===== src/rtl/weight_emergency_ctrl_pkg.sv =====
// Shared definitions for the emergency blocks: FSM state encoding, default
// timing parameters, the output bundle and the small helpers that go with it.
package weight_emergency_ctrl_pkg;

    localparam int DEF_CLEAR_CYCLES  = 8;
    localparam int DEF_PULSE_CYCLES  = 2;
    localparam int DEF_REARM_TIMEOUT = 16;
    localparam int DEF_MAX_EVENTS    = 3;

    localparam int EVENT_W = 4;
    localparam int CNT_W   = 16;

    typedef enum logic [2:0] {
        ST_IDLE,
        ST_OVERLOAD,
        ST_CLEAR_WAIT,
        ST_RESET_PULSE,
        ST_REARM,
        ST_LOCKOUT
    } emg_state_t;

    typedef struct packed {
        logic weight_flip_reset;
        logic door_hold;
        logic motion_inhibit;
        logic alarm;
        logic lockout;
    } emg_out_t;

    // Output pattern that belongs to a state; registered against the next
    // state so outputs switch on the same edge as the state register.
    function automatic emg_out_t state_outputs(input emg_state_t s);
        emg_out_t o;
        o = '0;
        unique case (s)
            ST_IDLE:        o = '0;
            ST_OVERLOAD,
            ST_CLEAR_WAIT:  begin o.door_hold = 1'b1; o.motion_inhibit = 1'b1; o.alarm = 1'b1; end
            ST_RESET_PULSE: begin o.weight_flip_reset = 1'b1; o.door_hold = 1'b1; o.motion_inhibit = 1'b1; end
            ST_REARM:       begin o.door_hold = 1'b1; o.motion_inhibit = 1'b1; end
            ST_LOCKOUT:     begin o.door_hold = 1'b1; o.motion_inhibit = 1'b1; o.alarm = 1'b1; o.lockout = 1'b1; end
            default:        o = '0;
        endcase
        return o;
    endfunction

    // Saturating increment for the overload event counter.
    function automatic logic [EVENT_W-1:0] sat_inc(input logic [EVENT_W-1:0] v);
        return (v == {EVENT_W{1'b1}}) ? v : v + 1'b1;
    endfunction

endpackage


===== src/rtl/sync_2ff.sv =====
// Two-flop synchroniser for a single asynchronous level.
// Ports: clk, rst_n (async active-low), d (async input), q (synchronised).
module sync_2ff (
    input  logic clk,
    input  logic rst_n,
    input  logic d,
    output logic q
);

    logic meta;

    always_ff @(posedge clk or negedge rst_n) begin
        if (!rst_n) begin
            meta <= 1'b0;
            q    <= 1'b0;
        end else begin
            meta <= d;
            q    <= meta;
        end
    end

endmodule


===== src/rtl/weight_emergency_ctrl.sv =====
// Overload emergency controller: latches an overload from the weight block,
// waits for the load to stay cleared, pulses a reset back to the weight block,
// rearms, and locks the car out after repeated overloads.
// Ports: clk, rst_n (async active-low); weight_limit_exceeded, load_cleared
// (async levels); maint_clear (sync pulse); weight_flip_reset, door_hold,
// motion_inhibit, alarm, lockout (registered); event_count[3:0].
module weight_emergency_ctrl
    import weight_emergency_ctrl_pkg::*;
#(
    parameter int CLEAR_CYCLES  = DEF_CLEAR_CYCLES,
    parameter int PULSE_CYCLES  = DEF_PULSE_CYCLES,
    parameter int REARM_TIMEOUT = DEF_REARM_TIMEOUT,
    parameter int MAX_EVENTS    = DEF_MAX_EVENTS
) (
    input  logic               clk,
    input  logic               rst_n,
    input  logic               weight_limit_exceeded,
    input  logic               load_cleared,
    input  logic               maint_clear,
    output logic               weight_flip_reset,
    output logic               door_hold,
    output logic               motion_inhibit,
    output logic               alarm,
    output logic               lockout,
    output logic [EVENT_W-1:0] event_count
);

    localparam logic [CNT_W-1:0]   CLR_LAST   = CNT_W'(CLEAR_CYCLES - 1);
    localparam logic [CNT_W-1:0]   PULSE_LAST = CNT_W'(PULSE_CYCLES - 1);
    localparam logic [CNT_W-1:0]   REARM_LAST = CNT_W'(REARM_TIMEOUT - 1);
    localparam logic [EVENT_W-1:0] MAX_EVT    = EVENT_W'(MAX_EVENTS);

    logic exc_s, clr_s;

    sync_2ff u_sync_exc (.clk(clk), .rst_n(rst_n), .d(weight_limit_exceeded), .q(exc_s));
    sync_2ff u_sync_clr (.clk(clk), .rst_n(rst_n), .d(load_cleared),          .q(clr_s));

    emg_state_t         state, nxt_state;
    logic [CNT_W-1:0]   cnt;
    logic [EVENT_W-1:0] nxt_events;
    emg_out_t           outs;

    always_comb begin
        nxt_state  = state;
        nxt_events = event_count;
        unique case (state)
            ST_IDLE: begin
                // A maintenance clear in the same cycle as a new overload
                // clears first, so the new overload counts as event 1.
                if (maint_clear) nxt_events = '0;
                if (exc_s) begin
                    nxt_events = sat_inc(nxt_events);
                    nxt_state  = (nxt_events == MAX_EVT) ? ST_LOCKOUT : ST_OVERLOAD;
                end
            end
            ST_OVERLOAD:
                if (clr_s) nxt_state = ST_CLEAR_WAIT;
            ST_CLEAR_WAIT: begin
                // Going back to OVERLOAD here is not a new event.
                if (!clr_s)                nxt_state = ST_OVERLOAD;
                else if (cnt == CLR_LAST)  nxt_state = ST_RESET_PULSE;
            end
            ST_RESET_PULSE:
                if (cnt == PULSE_LAST) nxt_state = ST_REARM;
            ST_REARM: begin
                if (!exc_s) begin
                    nxt_state = ST_IDLE;
                end else if (cnt == REARM_LAST) begin
                    nxt_events = sat_inc(event_count);
                    nxt_state  = (nxt_events == MAX_EVT) ? ST_LOCKOUT : ST_OVERLOAD;
                end
            end
            ST_LOCKOUT: begin
                if (maint_clear && !exc_s) begin
                    nxt_state  = ST_IDLE;
                    nxt_events = '0;
                end
            end
            default: nxt_state = ST_IDLE;
        endcase
    end

    always_ff @(posedge clk or negedge rst_n) begin
        if (!rst_n) begin
            state       <= ST_IDLE;
            cnt         <= '0;
            event_count <= '0;
            outs        <= '0;
        end else begin
            state       <= nxt_state;
            event_count <= nxt_events;
            outs        <= state_outputs(nxt_state);
            // Single shared counter: reloads on any state change, and only
            // advances in the states that time something.
            if (nxt_state != state)
                cnt <= '0;
            else if (state inside {ST_CLEAR_WAIT, ST_RESET_PULSE, ST_REARM})
                cnt <= cnt + 1'b1;
        end
    end

    assign weight_flip_reset = outs.weight_flip_reset;
    assign door_hold         = outs.door_hold;
    assign motion_inhibit    = outs.motion_inhibit;
    assign alarm             = outs.alarm;
    assign lockout           = outs.lockout;

endmodule


===== config.mk =====
export PLATFORM = sky130hd
export DESIGN_NAME = weight_emergency_ctrl
export DESIGN_NICKNAME = d
export VERILOG_FILES = /design/src/rtl/weight_emergency_ctrl_pkg.sv /design/src/rtl/sync_2ff.sv /design/src/rtl/weight_emergency_ctrl.sv
export SDC_FILE = /design/constraint.sdc
export NUM_CORES = 1
export LEC_CHECK = 0
export BUFFER_PORTS_ARGS = -buffer_cell sky130_fd_sc_hd__buf_2
export CAP_MARGIN = 30
export CORE_AREA = 2 2 64 66
export CTS_BUF_LIST = sky130_fd_sc_hd__clkbuf_4
export DETAILED_ROUTE_END_ITERATION = 8
export DIE_AREA = 0 0 66 68
export PLACE_DENSITY = 0.74
export SLEW_MARGIN = 30
export SYNTH_ARGS = -nofsm -noshare
export SYNTH_HDL_FRONTEND = slang
export SYNTH_SLANG_ARGS = --single-unit
export TNS_END_PERCENT = 5

===== constraint.sdc =====
create_clock -name clk -period 2.4 [get_ports clk]
set_clock_uncertainty 0.15 [all_clocks]
set_input_delay 0.6 -clock clk [delete_from_list [all_inputs] [get_ports clk]]
set_output_delay 0.6 -clock clk [all_outputs]
set_load 0.05 [all_outputs]

# Word level (Yosys, flattened, before mapping)
# Cells that the tools add are included.
[classes] addsub=3 multipliers=0 n_div=0 n_lt_le_gt_ge=0 eq_ne=21 n_shift=0 n_mux=26 bitwise_logic=0 n_reduce_logical=9
[ops] cell="2-to-1 mux 16 bit" count=2
[ops] cell="2-to-1 mux 4 bit" count=8
[ops] cell="2-to-1 mux 3 bit" count=10
[ops] cell="one-hot mux 3 bit (6 select lines)" count=1
[ops] cell="adder 16 x 1 -> 16 bit (second input constant)" count=1
[ops] cell="equality test 16 x 1 -> 1 bit (second input constant)" count=1
[ops] cell="equality test 16 x 3 -> 1 bit (second input constant)" count=1
[ops] cell="equality test 16 x 4 -> 1 bit (second input constant)" count=1
[ops] cell="equality test 3 x 2 -> 1 bit (second input constant)" count=4
[ops] cell="equality test 3 bit (second input constant)" count=4
[ops] cell="one-hot mux 4 bit (3 select lines)" count=1
[ops] cell="adder 4 x 1 -> 4 bit (second input constant)" count=2
[ops] cell="equality test 4 x 2 -> 1 bit (second input constant)" count=2
[ops] cell="equality test 4 bit (second input constant)" count=2
[ops] cell="equality test 3 x 1 -> 1 bit (second input constant)" count=2
[ops] cell="nonzero test 3 bit" count=2
[ops] cell="OR reduction 5 bit" count=1
[ops] cell="!= test 2 bit (second input constant)" count=2
[ops] cell="AND reduction 4 bit" count=1
[ops] cell="logical NOT 3 bit" count=1
[ops] cell="2-to-1 mux 1 bit" count=3
[ops] cell="!= test 3 bit" count=1
[ops] cell="OR reduction 3 bit" count=1
[ops] cell="2-to-1 mux 2 bit" count=1
[ops] cell="other kinds (4)" count=4
[totals] register_bits=32 latchBits=0 mem_bits_rw=0 rom_bits=0 input_bits=5 out_inout_bits=9 elab_cells=71 n_memories=0

# Longest topological paths before layout
[depth] depth_word=11 ltp_mapped=8 depth_no_buf=7

# Hierarchy
# From an unflattened synthesis, not the netlist that was laid out.
[unflattened] hier_cells=199 area_unflattened_um2=1899.3
[by_module_without_submodules] mod="weight_emergency_ctrl" n_inst=1 cells_per_inst=195 area_per_inst_um2=1799.2 seq_area_each_um2=675.6
[by_module_without_submodules] mod="sync_2ff" n_inst=2 cells_per_inst=2 area_per_inst_um2=50.0 seq_area_each_um2=50.0

# Worst setup path before layout
# OpenSTA, ideal clock, no wires.
[synth_path] path_type="register -> register" startpoint="register event_count[0]" endpoint="register event_count[3]" setup_time_ps=82 arrival_ps=2092 required_time_ps=2168 slack_ps=76 stages_incl_launch_ff=8 n_path_buf=1 synth_period_minus_slack_ps=2324 path_cell_list="dfrtp_1 clkbuf_1 nor2b_1 ha_1 nor2_1 mux2_2 or3_1 a31oi_1"
[synth_between] elab_chain_cells=6 elab_cells_between_ends=12 cone_classes="add/sub: 2; eq/ne: 2; mux: 8"
[synth_rtl] element="start, declared" line_no="weight_emergency_ctrl.sv:25" rtl="output logic [EVENT_W-1:0] event_count"
[synth_rtl] element="start signal, assigned" line_no="weight_emergency_ctrl.sv:91" rtl="event_count <= nxt_events;"
[synth_rtl] element="2-to-1 mux 4 bit" line_no="weight_emergency_ctrl.sv:50" rtl="if (maint_clear) nxt_events = '0;"
[synth_rtl] element="2-to-1 mux 4 bit" line_no="weight_emergency_ctrl.sv:46" rtl="unique case (state)"
[synth_rtl] element="adder 4 x 1 -> 4 bit / equality test 4 bit (equally long branches)" line_no="weight_emergency_ctrl_pkg.sv:49" rtl="return (v == {EVENT_W{1'b1}}) ? v : v + 1'b1;"
[synth_rtl] element="2-to-1 mux 4 bit" line_no="weight_emergency_ctrl_pkg.sv:49"
[synth_rtl] element="2-to-1 mux 4 bit" line_no="weight_emergency_ctrl.sv:51" rtl="if (exc_s) begin"
[synth_rtl] element="one-hot mux 4 bit (3 select lines) (*)" line_no="weight_emergency_ctrl.sv:46"
# Mark *: on every way between the ends. The rest lies on a longest branch, timed or not. The select of a mux whose other input is x is not followed.
# A chain may end at the register's enable or synchronous reset.

# Worst setup path after layout
[layout_path] startpoint="register cnt[12]" endpoint="register outs (netlist bit alarm)"
[layout_between] elab_chain_cells=7 elab_cells_between_ends=14 cone_classes="eq/ne: 6; mux: 7; reduce/logical: 1"
[layout_rtl] element="start, declared" line_no="weight_emergency_ctrl.sv:39" rtl="logic [CNT_W-1:0] cnt;"
[layout_rtl] element="start signal, assigned" line_no="weight_emergency_ctrl.sv:98" rtl="cnt <= cnt + 1'b1;"
[layout_rtl] element="equality test 16 x 4 -> 1 bit / equality test 16 x 3 -> 1 bit (equally long branches)" line_no="weight_emergency_ctrl.sv:68, weight_emergency_ctrl.sv:61"
[layout_rtl] element="2-to-1 mux 3 bit, on equally long branches" line_no="weight_emergency_ctrl.sv:68, weight_emergency_ctrl.sv:61"
[layout_rtl] element="2-to-1 mux 3 bit, on equally long branches" line_no="weight_emergency_ctrl.sv:66, weight_emergency_ctrl.sv:60"
[layout_rtl] element="one-hot mux 3 bit (6 select lines) (*)" line_no="weight_emergency_ctrl.sv:46"
[layout_rtl] element="equality test 3 bit, or another cell as far along" line_no="weight_emergency_ctrl_pkg.sv:35" rtl="unique case (s)"
[layout_rtl] element="OR reduction 3 bit (no source line) (*)"
[layout_rtl] element="2-to-1 mux 1 bit (*)" line_no="weight_emergency_ctrl_pkg.sv:35"
[layout_rtl] element="end signal, assigned" line_no="weight_emergency_ctrl.sv:92" rtl="outs <= state_outputs(nxt_state);"
[layout_rtl] element="end, declared" line_no="weight_emergency_ctrl.sv:41" rtl="emg_out_t outs;"
# Mark *: on every way between the ends. The rest lies on a longest branch, timed or not.

==> flow_summary.ini <==
[outcome]
outcome = finished, final reports clean

[synthesis]
syn_nets = 213
syn_inst = 204
synth_top_family_by_area = simple AND/OR/NAND/NOR gates
synth-compound-area-share_pct = 14.3
synth-seq-cells = 31
ys_seq_area_share_pct = 38.2
synth_ff_type = dfrtp_1
synthSimpleGateAreaFrac_pct = 29.6
yosysUniqueCellTypes = 52
async_flop_share_pct = 100
syn_avg_cell_area_sq_um = 9.94
synth-adder-area-share_pct = 2.47
synth_warnings = 0
synth_xor_area_share_pct = 7.77
muxShareOfSynthArea_pct = 1.60
synth_edf_count = 0
synth_area_sq_um = 2030

[final_layout]
layout_common_cells = 31 x dfrtp_1, 16 x nor2_1, 13 x buf_2
reg.largest.list = cnt: 16 flops, event_count: 4 flops, state: 3 flops
final_common_cell = dfrtp_1
fin_nets = 231
largest-register = cnt
drive_above_1_share_pct = 25.7
insertedDiodeCount = 0
largest_register_ffs = 16
syn2layout_area_growth_pct = 10.9

[setup_path]
reg2reg_to = alarm$_DFF_PN0_
cp_slowest_cell = or4_4
slowest_delay_ps = 590
crit_path_end_kind = flip-flop
path_cells = or4_4 -> nor4_4 -> and2_1 -> o21a_1 -> xor2_1
crit_path_max_fanout = 5
reg2reg_slack_ps = 180
rr_startpoint = cnt[12]$_DFFE_PN0P_
critPathArrivalTime_ps = 2330
crit_type = flip-flop to flip-flop
worstPathRequired_ps = 2510
worstSetupStartpointType = flip-flop
r2r_cells = 5

[route]
drc = 0
drtAntennaViolNets = 0
wl_per_cell_um = 15.2
drt_wl_total_um = 4130
routed_via_density = 5.89
vias = 1602
first_pass_iters = 4
drt_iter0_drc = 204

[sta]
slew_headroom_pct = 52.4
min_period_over_period_pct = 92.5
setup_violations = 0
hold_violations = 0
finalSetupTns_ps = 0
rsz0062_at_grt = false
max_freq_mhz = 451
tightest_slew_ps = 706
min_period_ps = 2220
drv_slew = 0
finalWorstSetupSlack_ps = 181

[global_route]
antenna_found_initial = 0
grt_max_degree = 32
grt_pass1_vias = 1473
grt_usage_pct = 19.9
grt-ovfl-total = 0
grt_pass1_wl_um = 6800

[clocking]
ctsRootBufferMaster = clkbuf_4
ctsHoldBuffers = 0
clkTransAtPathRegs_ps = 100
cts_inserted_buffers = 5
numClockSinks = 31
h-tree-depth = 2
clk_latency_ps = 340
clockBufferDepth = 2
cts_tree = yes

[die]
dieArea_sq_um = 4490
placementRows = 23
core-area_sq_um = 3860
die_w_um = 66
pin_count = 14
start_util_pct = 52.6
die_h_um = 68

[power]
seqPwrFrac_pct = 29.8
p_sw_w = 0.00123
p_leak_nw = 0.886
netSwitchingFraction_pct = 49.6
clkPwrFrac_pct = 11.5
p_comb_share_pct = 58.6
p_int_w = 0.00125
peakVddDrop_mv = 0.363
power_density_nw_per_um2 = 1100

[placed_design]
gp_congestion = 0.808
hpwl_um = 2820
pre_cts_ws_ps = 39.3
port_buffers = 13

[flow_run]
maxCapViolCount = 0

[min_path]
hp-class = input port to asynchronous set/reset pin
==> cells by family after synthesis <==
| family | count (synthesis) |
|---|---|
| AND/OR/NAND/NOR | 90 |
| XOR/XNOR | 18 |
| buffers and inverters | 22 |
| AO/OA/AOI/OAI | 36 |
| flip-flops | 31 |
| multiplexers | 3 |
| adder cells (fa/ha/maj) | 4 |
==> worst max path at each step <==
stage                                  to  depth (start not counted)                  startpoint
6_report                  alarm$_DFF_PN0_                          5         cnt[12]$_DFFE_PN0P_
5_1_grt                   alarm$_DFF_PN0_                          5          cnt[4]$_DFFE_PN0P_
4_1_cts                cnt[6]$_DFFE_PN0P_                          5         cnt[12]$_DFFE_PN0P_
3_5_place_dp           cnt[6]$_DFFE_PN0P_                          5         cnt[12]$_DFFE_PN0P_
3_3_place_gp          door_hold$_DFF_PN0_                          8                 maint_clear
2_1_floorplan  event_count[3]$_DFFE_PN0P_                          7  event_count[0]$_DFFE_PN0P_
==> through the flow <==
stage / cell area [sq um] / cells / hold slack [ps] / total power (W) / utilization, %
floorplan: 2030 / 204 / 154 / 0.00183 / -
global placement: 2170 / 264 / 181 / 0.00212 / 56.2
detailed placement: 2170 / 264 / 195 / 0.00214 / 56.2
CTS: 2210 / 271 / 170 / 0.00243 / 57.4
global route: 2250 / 272 / 196 / 0.00265 / 58.3
finish: 2250 / 272 / 144 / 0.00248 / 58.3
==> critical path, delay by kind of cell, from the launching register on <==
kind / cells / cell delay, ps
AOI/OAI and AO/OA: 1 / 230
xor gates and xnor gates: 1 / 190
DFF: 1 / 420
and+or+nand+nor: 3 / 1140
==> synth_stat cells, drive strengths merged (2+ instances only) <==
master,number,share of area [%]
a21oi,6,2.0
a22o,2,0.86
a31oi,5,2.3
and2,2,0.62
and4,4,1.8
buf,8,3.4
clkbuf,5,0.93
dfrtp,31,38
ha,4,2.5
inv,9,1.7
mux2,2,1.1
nand2,11,2.2
nand2b,2,0.62
nand3,10,2.5
nand4,6,1.9
nor2,17,3.5
nor2b,8,2.5
nor3,3,0.74
nor4,20,10
o21a,2,0.74
o21ai,8,2.0
o22ai,2,0.62
o41ai,2,1.2
or4,3,1.5
xnor2,12,5.2
xor2,6,2.6
==> power groups by stage <==
stage,logic (W),registers [W],clock network (W)
detailed placement,0.00139,0.000748,0
CTS,0.00140,0.000738,0.000288
global route,0.00159,0.000758,0.000310
global placement,0.00138,0.000739,0
finish,0.00145,0.000740,0.000286
floorplan,0.000970,0.000856,0
==> area by class of cell <==
class                      count  area [sq um]
clock inverter                 2          8.76
timing repair buffer          24           185
multi-input combinational    151          1150
sequential                    31           776
fill                         331          1610
tap                           50          62.6
inverter                       9          33.8
clock buffer                   5          37.5
==> layer usage <==
metal / up-vias / share of wire (%) / global-route usage, %
li1: 792 / - / -
met1: 768 / 46 / 25.6
met2: 37 / 48 / 33.6
met3: 5 / 4.6 / 3.95
met4: 0 / 1.0 / 6.89
met5: - / 0 / 0
==> repair_timing <==
action / 4_1_cts / 5_1_grt
resized for setup: 0 / 2
setup buffers: 0 / 1
setup endpoints to repair: 0 / 18
(Power assumes the default switching activity.)
